**config.mk**
```make
export PLATFORM = sky130hd
export DESIGN_NAME = bin_to_bcd_param_flat
export DESIGN_NICKNAME = d
export VERILOG_FILES = /design/src/rtl/bcd_pkg.sv /design/src/rtl/bin_to_bcd_param_if.sv /design/src/rtl/bcd_digit_adj.sv /design/src/rtl/bin_to_bcd_param.sv /design/src/flat_wrapper.sv
export SDC_FILE = /design/constraint.sdc
export NUM_CORES = 1
export LEC_CHECK = 0
export ABC_AREA = 1
export CORE_ASPECT_RATIO = 1.2
export CORE_UTILIZATION = 54
export CTS_BUF_LIST = sky130_fd_sc_hd__clkbuf_2 sky130_fd_sc_hd__clkbuf_4 sky130_fd_sc_hd__clkbuf_8
export CTS_CLUSTER_DIAMETER = 120
export DETAILED_ROUTE_END_ITERATION = 8
export GPL_TIMING_DRIVEN = 0
export PLACE_DENSITY = 0.84
export SYNTH_ARGS = -nofsm -noshare
export SYNTH_HDL_FRONTEND = slang
export SYNTH_SLANG_ARGS = --single-unit
```
**constraint.sdc**
```tcl
create_clock -name clk -period 7.6 [get_ports clk]
set_input_delay 1.52 -clock clk [delete_from_list [all_inputs] [get_ports clk]]
set_output_delay 1.52 -clock clk [all_outputs]
set_load 0.1 [all_outputs]
```
**src/rtl/bcd_pkg.sv**
```systemverilog
// Shared definitions for the binary-to-BCD converter: FSM states and the digit
// value that saturated results are filled with.
package bcd_pkg;
  typedef enum logic [1:0] {IDLE, SHIFT, DONE} state_e;
  localparam logic [3:0] BCD_NINE = 4'd9;
endpackage

```
**src/rtl/bin_to_bcd_param_if.sv**
```systemverilog
// Request/result bundle of the binary-to-BCD converter. The master drives the
// request side, the slave (the converter) drives the result side.
interface bin_to_bcd_param_if #(
  parameter int IN_WIDTH = 32,
  parameter int DIGITS   = 8
);
  logic                  start;
  logic                  signed_mode;
  logic [IN_WIDTH-1:0]   in;
  logic                  idle;
  logic                  done;
  logic [4*DIGITS-1:0]   bcd;
  logic                  negative;
  logic                  overflow;

  modport master (output start, signed_mode, in,
                  input  idle, done, bcd, negative, overflow);
  modport slave  (input  start, signed_mode, in,
                  output idle, done, bcd, negative, overflow);
endinterface

```
**src/rtl/bcd_digit_adj.sv**
```systemverilog
// One BCD digit of the double-dabble correction: add 3 when the digit is 5 or
// more, so the following left shift carries correctly into the next digit.
module bcd_digit_adj (
  input  logic [3:0] digit_i,
  output logic [3:0] digit_o
);
  assign digit_o = (digit_i >= 4'd5) ? digit_i + 4'd3 : digit_i;
endmodule

```
**src/rtl/bin_to_bcd_param.sv**
```systemverilog
// Sequential shift-add-3 binary-to-BCD converter: one operand bit per cycle,
// optional two's-complement input, saturating to all nines on overflow.
module bin_to_bcd_param
  import bcd_pkg::*;
#(
  parameter int IN_WIDTH = 32,
  parameter int DIGITS   = 8
) (
  input logic             clk,
  input logic             reset,
  bin_to_bcd_param_if.slave bus
);
  localparam int CW = $clog2(IN_WIDTH + 1);

  state_e                    state_q;
  logic [CW-1:0]             cnt_q;
  logic [DIGITS-1:0][3:0]    scr_q, scr_adj, scr_nxt;
  logic [IN_WIDTH-1:0]       op_q, op_nxt, mag_d;
  logic                      sign_q, ovf_q, carry, ovf_d;
  logic [4*DIGITS-1:0]       bcd_q;
  logic                      neg_q, ovfo_q, done_q, idle_q;

  for (genvar g = 0; g < DIGITS; g++) begin : g_adj
    bcd_digit_adj u_adj (.digit_i(scr_q[g]), .digit_o(scr_adj[g]));
  end

  // carry is the bit leaving the top digit; it can only mean overflow
  assign {carry, scr_nxt, op_nxt} = {scr_adj, op_q, 1'b0};
  assign ovf_d = ovf_q | carry;
  // unary minus of the minimum value yields 2^(IN_WIDTH-1) as an unsigned magnitude
  assign mag_d = (bus.signed_mode && bus.in[IN_WIDTH-1]) ? -bus.in : bus.in;

  always_ff @(posedge clk or posedge reset) begin
    if (reset) begin
      state_q <= IDLE;
      cnt_q   <= '0;
      scr_q   <= '0;
      op_q    <= '0;
      sign_q  <= 1'b0;
      ovf_q   <= 1'b0;
      bcd_q   <= '0;
      neg_q   <= 1'b0;
      ovfo_q  <= 1'b0;
      done_q  <= 1'b0;
      idle_q  <= 1'b1;
    end else begin
      done_q <= 1'b0;
      case (state_q)
        IDLE: if (bus.start) begin
          op_q    <= mag_d;
          sign_q  <= bus.signed_mode & bus.in[IN_WIDTH-1];
          scr_q   <= '0;
          ovf_q   <= 1'b0;
          cnt_q   <= CW'(IN_WIDTH);
          state_q <= SHIFT;
          idle_q  <= 1'b0;
        end
        SHIFT: begin
          scr_q <= scr_nxt;
          op_q  <= op_nxt;
          ovf_q <= ovf_d;
          cnt_q <= cnt_q - CW'(1);
          if (cnt_q == CW'(1)) begin
            state_q <= DONE;
            done_q  <= 1'b1;
            neg_q   <= sign_q;
            ovfo_q  <= ovf_d;
            bcd_q   <= ovf_d ? {DIGITS{BCD_NINE}} : scr_nxt;
          end
        end
        DONE: begin
          state_q <= IDLE;
          idle_q  <= 1'b1;
        end
        default: begin
          state_q <= IDLE;
          idle_q  <= 1'b1;
        end
      endcase
    end
  end

  assign bus.idle     = idle_q;
  assign bus.done     = done_q;
  assign bus.bcd      = bcd_q;
  assign bus.negative = neg_q;
  assign bus.overflow = ovfo_q;
endmodule

```
**src/flat_wrapper.sv**
```systemverilog
// flat-port wrapper written by rule: the top's interface ports become plain ports
module bin_to_bcd_param_flat import bcd_pkg::*;
#(
  parameter int IN_WIDTH = 32,
  parameter int DIGITS   = 8
)
  (clk, reset, bus_start, bus_signed_mode, bus_in, bus_idle, bus_done, bus_bcd, bus_negative, bus_overflow);
  bin_to_bcd_param_if #(.IN_WIDTH(IN_WIDTH), .DIGITS(DIGITS)) bus_i ();
  input logic clk;
  input logic reset;
  input wire logic [$bits(bus_i.start)-1:0] bus_start;
  input wire logic [$bits(bus_i.signed_mode)-1:0] bus_signed_mode;
  input wire logic [$bits(bus_i.in)-1:0] bus_in;
  output wire logic [$bits(bus_i.idle)-1:0] bus_idle;
  output wire logic [$bits(bus_i.done)-1:0] bus_done;
  output wire logic [$bits(bus_i.bcd)-1:0] bus_bcd;
  output wire logic [$bits(bus_i.negative)-1:0] bus_negative;
  output wire logic [$bits(bus_i.overflow)-1:0] bus_overflow;
  assign bus_i.start = bus_start;
  assign bus_i.signed_mode = bus_signed_mode;
  assign bus_i.in = bus_in;
  assign bus_idle = bus_i.idle;
  assign bus_done = bus_i.done;
  assign bus_bcd = bus_i.bcd;
  assign bus_negative = bus_i.negative;
  assign bus_overflow = bus_i.overflow;
  bin_to_bcd_param #(.IN_WIDTH(IN_WIDTH), .DIGITS(DIGITS)) u_core (.clk(clk), .reset(reset), .bus(bus_i));
endmodule
```
* Word-level counts from Yosys, hierarchy flattened
Cells that the tools add are included.
** Storage, ports and cells
- Bits in registers :: 110
- Input bits :: 36
- Output and inout port bits :: 36
- Logic and storage cells :: 75
** Cells by class
- Add/subtract/negate cells :: 10
- $lt $le $gt $ge :: 8
- Eq/ne operators :: 4
- Multiplexer cells :: 24
- Bitwise gates (word level) :: 3
- Reduce and logical (&&, ||, !) cells :: 8
** Operators by type and width (number)
- $mux W32 :: 4
- $pmux W32 S2 :: 2
- $add A4 B2 Y4 const B :: 8
- $ge A4 B3 Y1 const B :: 8
- $mux W4 :: 8
- $neg A32 Y32 :: 1
- $pmux W6 S2 :: 1
- $reduce_and A2 Y1 :: 5
- $eq A6 B1 Y1 const B :: 1
- $mux W6 :: 1
- $sub A6 B1 Y6 const B :: 1
- $mux W2 :: 2
- $pmux W1 S2 :: 2
- $pmux W2 S2 :: 1
- $mux W1 :: 3
- $eq A2 B1 Y1 const B :: 1
- $logic_not A2 Y1 :: 1
- $ne A2 B1 Y1 const B :: 1
- $ne A2 B2 Y1 const B :: 1
- $reduce_bool A2 Y1 :: 1
- $and A1 B1 Y1 :: 1
- $logic_and A1 B1 Y1 :: 1
- $not A1 Y1 :: 1
- $or A1 B1 Y1 :: 1

* Logic depth before layout (Yosys ltp)
- Word-level depth :: 4
- Gate-level depth with buffers :: 10
- Gate-level depth less buffers :: 10

* Hierarchy
From an unflattened synthesis, not the netlist that was laid out.
** Second synthesis, totals
- Cells, all modules :: 839
- Area total of the unflattened synthesis :: 6396.1 um2
** By module, submodules not included
- bin_to_bcd_param :: instances 1, cells an instance 655, area each 5315.1 um2, seq. area each 2753.9 um2
- bcd_digit_adj :: instances 8, cells an instance 23, area each 135.1 um2, seq. area each 0.0 um2

* Worst setup path before layout
OpenSTA, ideal clock, no wires.
- Path kind :: input to register
- Start point :: in bus_in[0]
- End point :: reg u_core.op_q[26]
- Library setup time :: 0.121 ns
- Arrival :: 2.428 ns
- Required time :: 7.479 ns
- Setup slack :: 5.050 ns
- Cell stages on the path :: 9
- Buffers on the path :: 0
- Cells stage by stage :: inv_1 -> ha_1 -> nand2_1 -> nand2_1 -> nand2_1 -> nor2_1 -> nand3_1 -> nand3_1 -> nand2_1
** On the way
- Word-level cells in the longest chain between the ends :: 4
** Ends and longest elaborated chain
- from (decl) :: RTL line flat_wrapper.sv:13 : input wire logic [$bits(bus_i.in)-1:0] bus_in;
- $neg A32 Y32 :: RTL line bin_to_bcd_param.sv:31 : assign mag_d = (bus.signed_mode && bus.in[IN_WIDTH-1]) ? -bus.in : bus.in;
- $mux W32 :: RTL line bin_to_bcd_param.sv:31
- $mux W32 :: RTL line bin_to_bcd_param.sv:49 : IDLE: if (bus.start) begin
- $pmux W32 S2 :: RTL line bin_to_bcd_param.sv:48 : case (state_q)
- to (signal assigned) :: RTL line bin_to_bcd_param.sv:50 : op_q <= mag_d;
- to (signal assigned) :: RTL line bin_to_bcd_param.sv:60 : op_q <= op_nxt;
- to (decl) :: RTL line bin_to_bcd_param.sv:18 : logic [IN_WIDTH-1:0] op_q, op_nxt, mag_d;
Every way passes these cells. The select of a mux whose other input is x is not followed.
A chain may end at the register's enable or synchronous reset.

* Worst setup path in the final report
- Start point :: reg u_core.idle_q (netlist: u_core.bus.idle)
- End point :: out bus_idle
** RTL lines
- from (decl) :: RTL line bin_to_bcd_param.sv:21 : logic neg_q, ovfo_q, done_q, idle_q;
- from (signal assigned) :: RTL line bin_to_bcd_param.sv:45 : idle_q <= 1'b1;
- from (signal assigned) :: RTL line bin_to_bcd_param.sv:56 : idle_q <= 1'b0;
- from (signal assigned) :: RTL line bin_to_bcd_param.sv:73 : idle_q <= 1'b1;
- to (decl) :: RTL line flat_wrapper.sv:14 : output wire logic [$bits(bus_i.idle)-1:0] bus_idle;
No word-level cell between the ends.

==> impl_metrics.json <==
{
  "setup_violations": 0,
  "post-route-util_pct": 66.8,
  "p_per_area_mw_per_mm2": 145,
  "relSlewSlack_pct": 35.0,
  "seqCellArea_mm2": 0.00275,
  "p_seq_share_pct": 56.5,
  "clockRootBuffer": "clkbuf_8",
  "grt_pass1_wl_um": 24500,
  "clockPowerShare_pct": 36.1,
  "grt_overflow": 0,
  "arrival_ns": 2.08,
  "postSynthCellCount": 780,
  "ys_types": 32,
  "hold_class": "reg -> reg",
  "syn_area_mm2": 0.00604,
  "cts_htree_levels": 3,
  "p_sw_uw": 234,
  "ios": 72,
  "cts_setup_buffers": 0,
  "cts_tree": "built",
  "clock_path_buffers": 2,
  "design_area_mm2": 0.00716,
  "avgSynthCellArea_um2": 7.75,
  "clk_latency_ns": 0.38,
  "viasPerCell": 5.51,
  "outcome": "completed",
  "die_h_um": 118,
  "grt_pass1_vias": 5224,
  "placed_cells_incl_taps": 981,
  "synth_fp_nets": 835,
  "routedWlPerCell_um": 14.8,
  "hold-worst-slack_ns": 0.486,
  "cts_buffers": 9,
  "core_region_area_mm2": 0.0107,
  "num_vias": 5498,
  "grt_max_degree": 70,
  "path_class": "reg -> out",
  "setup_slack_ns": 4.00,
  "row_count": 41,
  "die_x_um": 98.6,
  "synth_seq_cells": 110,
  "drt-pass1-iter-count": 4,
  "fp.dieArea_mm2": 0.0116,
  "cp_slowest_stage_delay_ns": 1.13,
  "hpwl_um": 11200,
  "cp.required_ns": 6.08,
  "p_leak_nw": 3.46,
  "syn2layout_area_growth_pct": 18.4,
  "place_congestion": 0.927,
  "worst_pin_slew_ns": 0.973,
  "final_cell_mix": "nand2_1, dfrtp_1, nor2_1",
  "multi_input_area_mm2": 0.00287,
  "power_frac_comb_pct": 7.5,
  "layout.cells.non_filler": 997,
  "cts_hold_buf": 0,
  "clkSlewWorstSetupHoldPaths_ns": 0.09,
  "hold_viol_final": 0,
  "ys_seq_area_share_pct": 45.6,
  "initial_core_util_pct": 56.4,
  "cts_sinks": 110,
  "ir_drop_mv": 0.109,
  "tns_ns": 0,
  "place_area_mm2": 0.00695,
  "cp-start-kind": "flip-flop",
  "drv_cap": 0,
  "io_buffers": 71,
  "sw_frac_of_total_pct": 22.6,
  "track_usage_pct": 26.8,
  "drive_gt1_share_pct": 6.11,
  "nets": 918,
  "drc": 0,
  "grt_antenna_before_repair": 0,
  "path_buf_inv": 1,
  "ant_nets": 0,
  "final_common_cell": "nand2_1",
  "cp_max_fo": 2,
  "fin_crit_ns": 3.60,
  "drv_slew": 0,
  "p_int_uw": 802,
  "cp_cell_sequence": "clkdlybuf4s50_1",
  "diodes": 0,
  "finalCritPeriodShare_pct": 47.4,
  "place_ws_ns": 4.27,
  "wirelength_um": 14700,
  "nFillCells": 929,
  "cts_resized": 0,
  "slowest_stage": "clkdlybuf4s50_1",
  "fin_skew_ns": 0.0147,
  "drt_iter0_markers": 270,
  "yosys_warnings": 0,
  "fmax_mhz": 278,
  "critical_path.top_delay_family": "buffers and inverters",
  "worstSetupEndpointType": "output port",
  "power_mw": 1.04,
  "rsz0062_at_grt": "false"
}
## cells in the mapped netlist
cell	count	area share, %
a22oi_1	27	3.4
xor2_1	12	1.7
o21ai_0	69	5.7
xnor2_1	3	0.43
o22ai_1	20	2.1
mux2i_1	2	0.33
nor2_8	1	0.33
o211ai_2	3	0.62
inv_2	2	0.12
nand4_1	1	0.10
o211ai_1	9	1.1
buf_6	2	0.37
clkbuf_1	8	0.50
o31ai_1	1	0.12
dfrtp_1	109	45
dfstp_2	1	0.43
buf_1	2	0.12
nor3_2	1	0.17
nand3_4	2	0.58
or2_2	3	0.31
nand3_1	59	4.9
buf_2	13	1.1
inv_1	77	4.8
nor2_1	84	5.2
a21oi_1	17	1.4
nor2_2	2	0.21
ha_1	19	3.9
nand3b_1	2	0.25
nor3_1	2	0.17
nand2_1	222	14
nand2_2	4	0.41
nor2_4	1	0.19
## area by class of cell
class,count,area share [%]
well taps,129,2.26
clock buffers,15,2.53
plain buffers,25,1.75
multi-input cells,566,40.1
repair buffers,72,10.3
flip-flops and latches,110,38.5
clock inverters,1,0.420
inverters,79,4.18
## path summary, 6_finish.rpt
path	startpoint	endpoint	slack, ns	cells past startpoint
worst max register to register	u_core.cnt_q[1]$_DFFE_PP0P_	u_core.bus.bcd[7]$_DFFE_PP0P_	5.79	8
max in group asynchronous	reset	u_core.bus.idle$_DFFE_PP1P_	5.34	3
worst max-delay path	u_core.bus.idle$_DFFE_PP1P_	bus_idle	4.00	1
min in group asynchronous	reset	u_core.cnt_q[3]$_DFFE_PP0P_	1.53	2
worst min-delay path	u_core.bus.bcd[5]$_DFFE_PP0P_	u_core.bus.bcd[5]$_DFFE_PP0P_	0.49	2
worst min register to register	u_core.bus.bcd[5]$_DFFE_PP0P_	u_core.bus.bcd[5]$_DFFE_PP0P_	0.49	2
## power groups by stage
| stage | sequential, mW | combinational (mW) | clock (mW) |
|---|---|---|---|
| floorplan | 0.596 | 0.0407 | 0 |
| global placement | 0.597 | 0.0747 | 0 |
| detailed placement | 0.596 | 0.0776 | 0 |
| CTS | 0.585 | 0.0777 | 0.375 |
| global route | 0.585 | 0.0881 | 0.397 |
| finish | 0.585 | 0.0773 | 0.374 |
## metal layers
layer / track usage [%] / vias up / wire length (um)
met1: 32.1 / 2585 / 6250
met3: 3.68 / 27 / 644
met2: 48.2 / 170 / 7540
met4: 10.4 / 0 / 308
met5: 0 / - / 0
li1: - / 2716 / -
## cells by family after synthesis
group | Yosys count | synth area share [%]
AO/OA/AOI/OAI | 146 | 14.4
XOR/XNOR | 15 | 2.17
flip-flops | 110 | 45.6
adder cells (fa/ha/maj) | 19 | 3.93
AND/OR/NAND/NOR | 384 | 26.6
buffers and inverters | 104 | 6.98
multiplexers | 2 | 0.331
## sequential cells by signal, indices dropped and copies added, names as in the netlist
| signal | flops |
|---|---|
| u_core.bus.bcd | 32 |
| u_core.bus.done | 1 |
| u_core.bus.idle | 1 |
| u_core.bus.negative | 1 |
| u_core.bus.overflow | 1 |
| u_core.cnt_q | 6 |
| u_core.op_q | 32 |
| u_core.ovf_q | 1 |
| u_core.scr_q | 32 |
| u_core.sign_q | 1 |
| u_core.state_q | 2 |
## tightest hold or removal path, cell delays in order, from the launching register on
cell	delay, ns
dfrtp_1	0.35
nand2_1	0.05
nand2_1	0.06
Power figures use the tool's default switching activity.
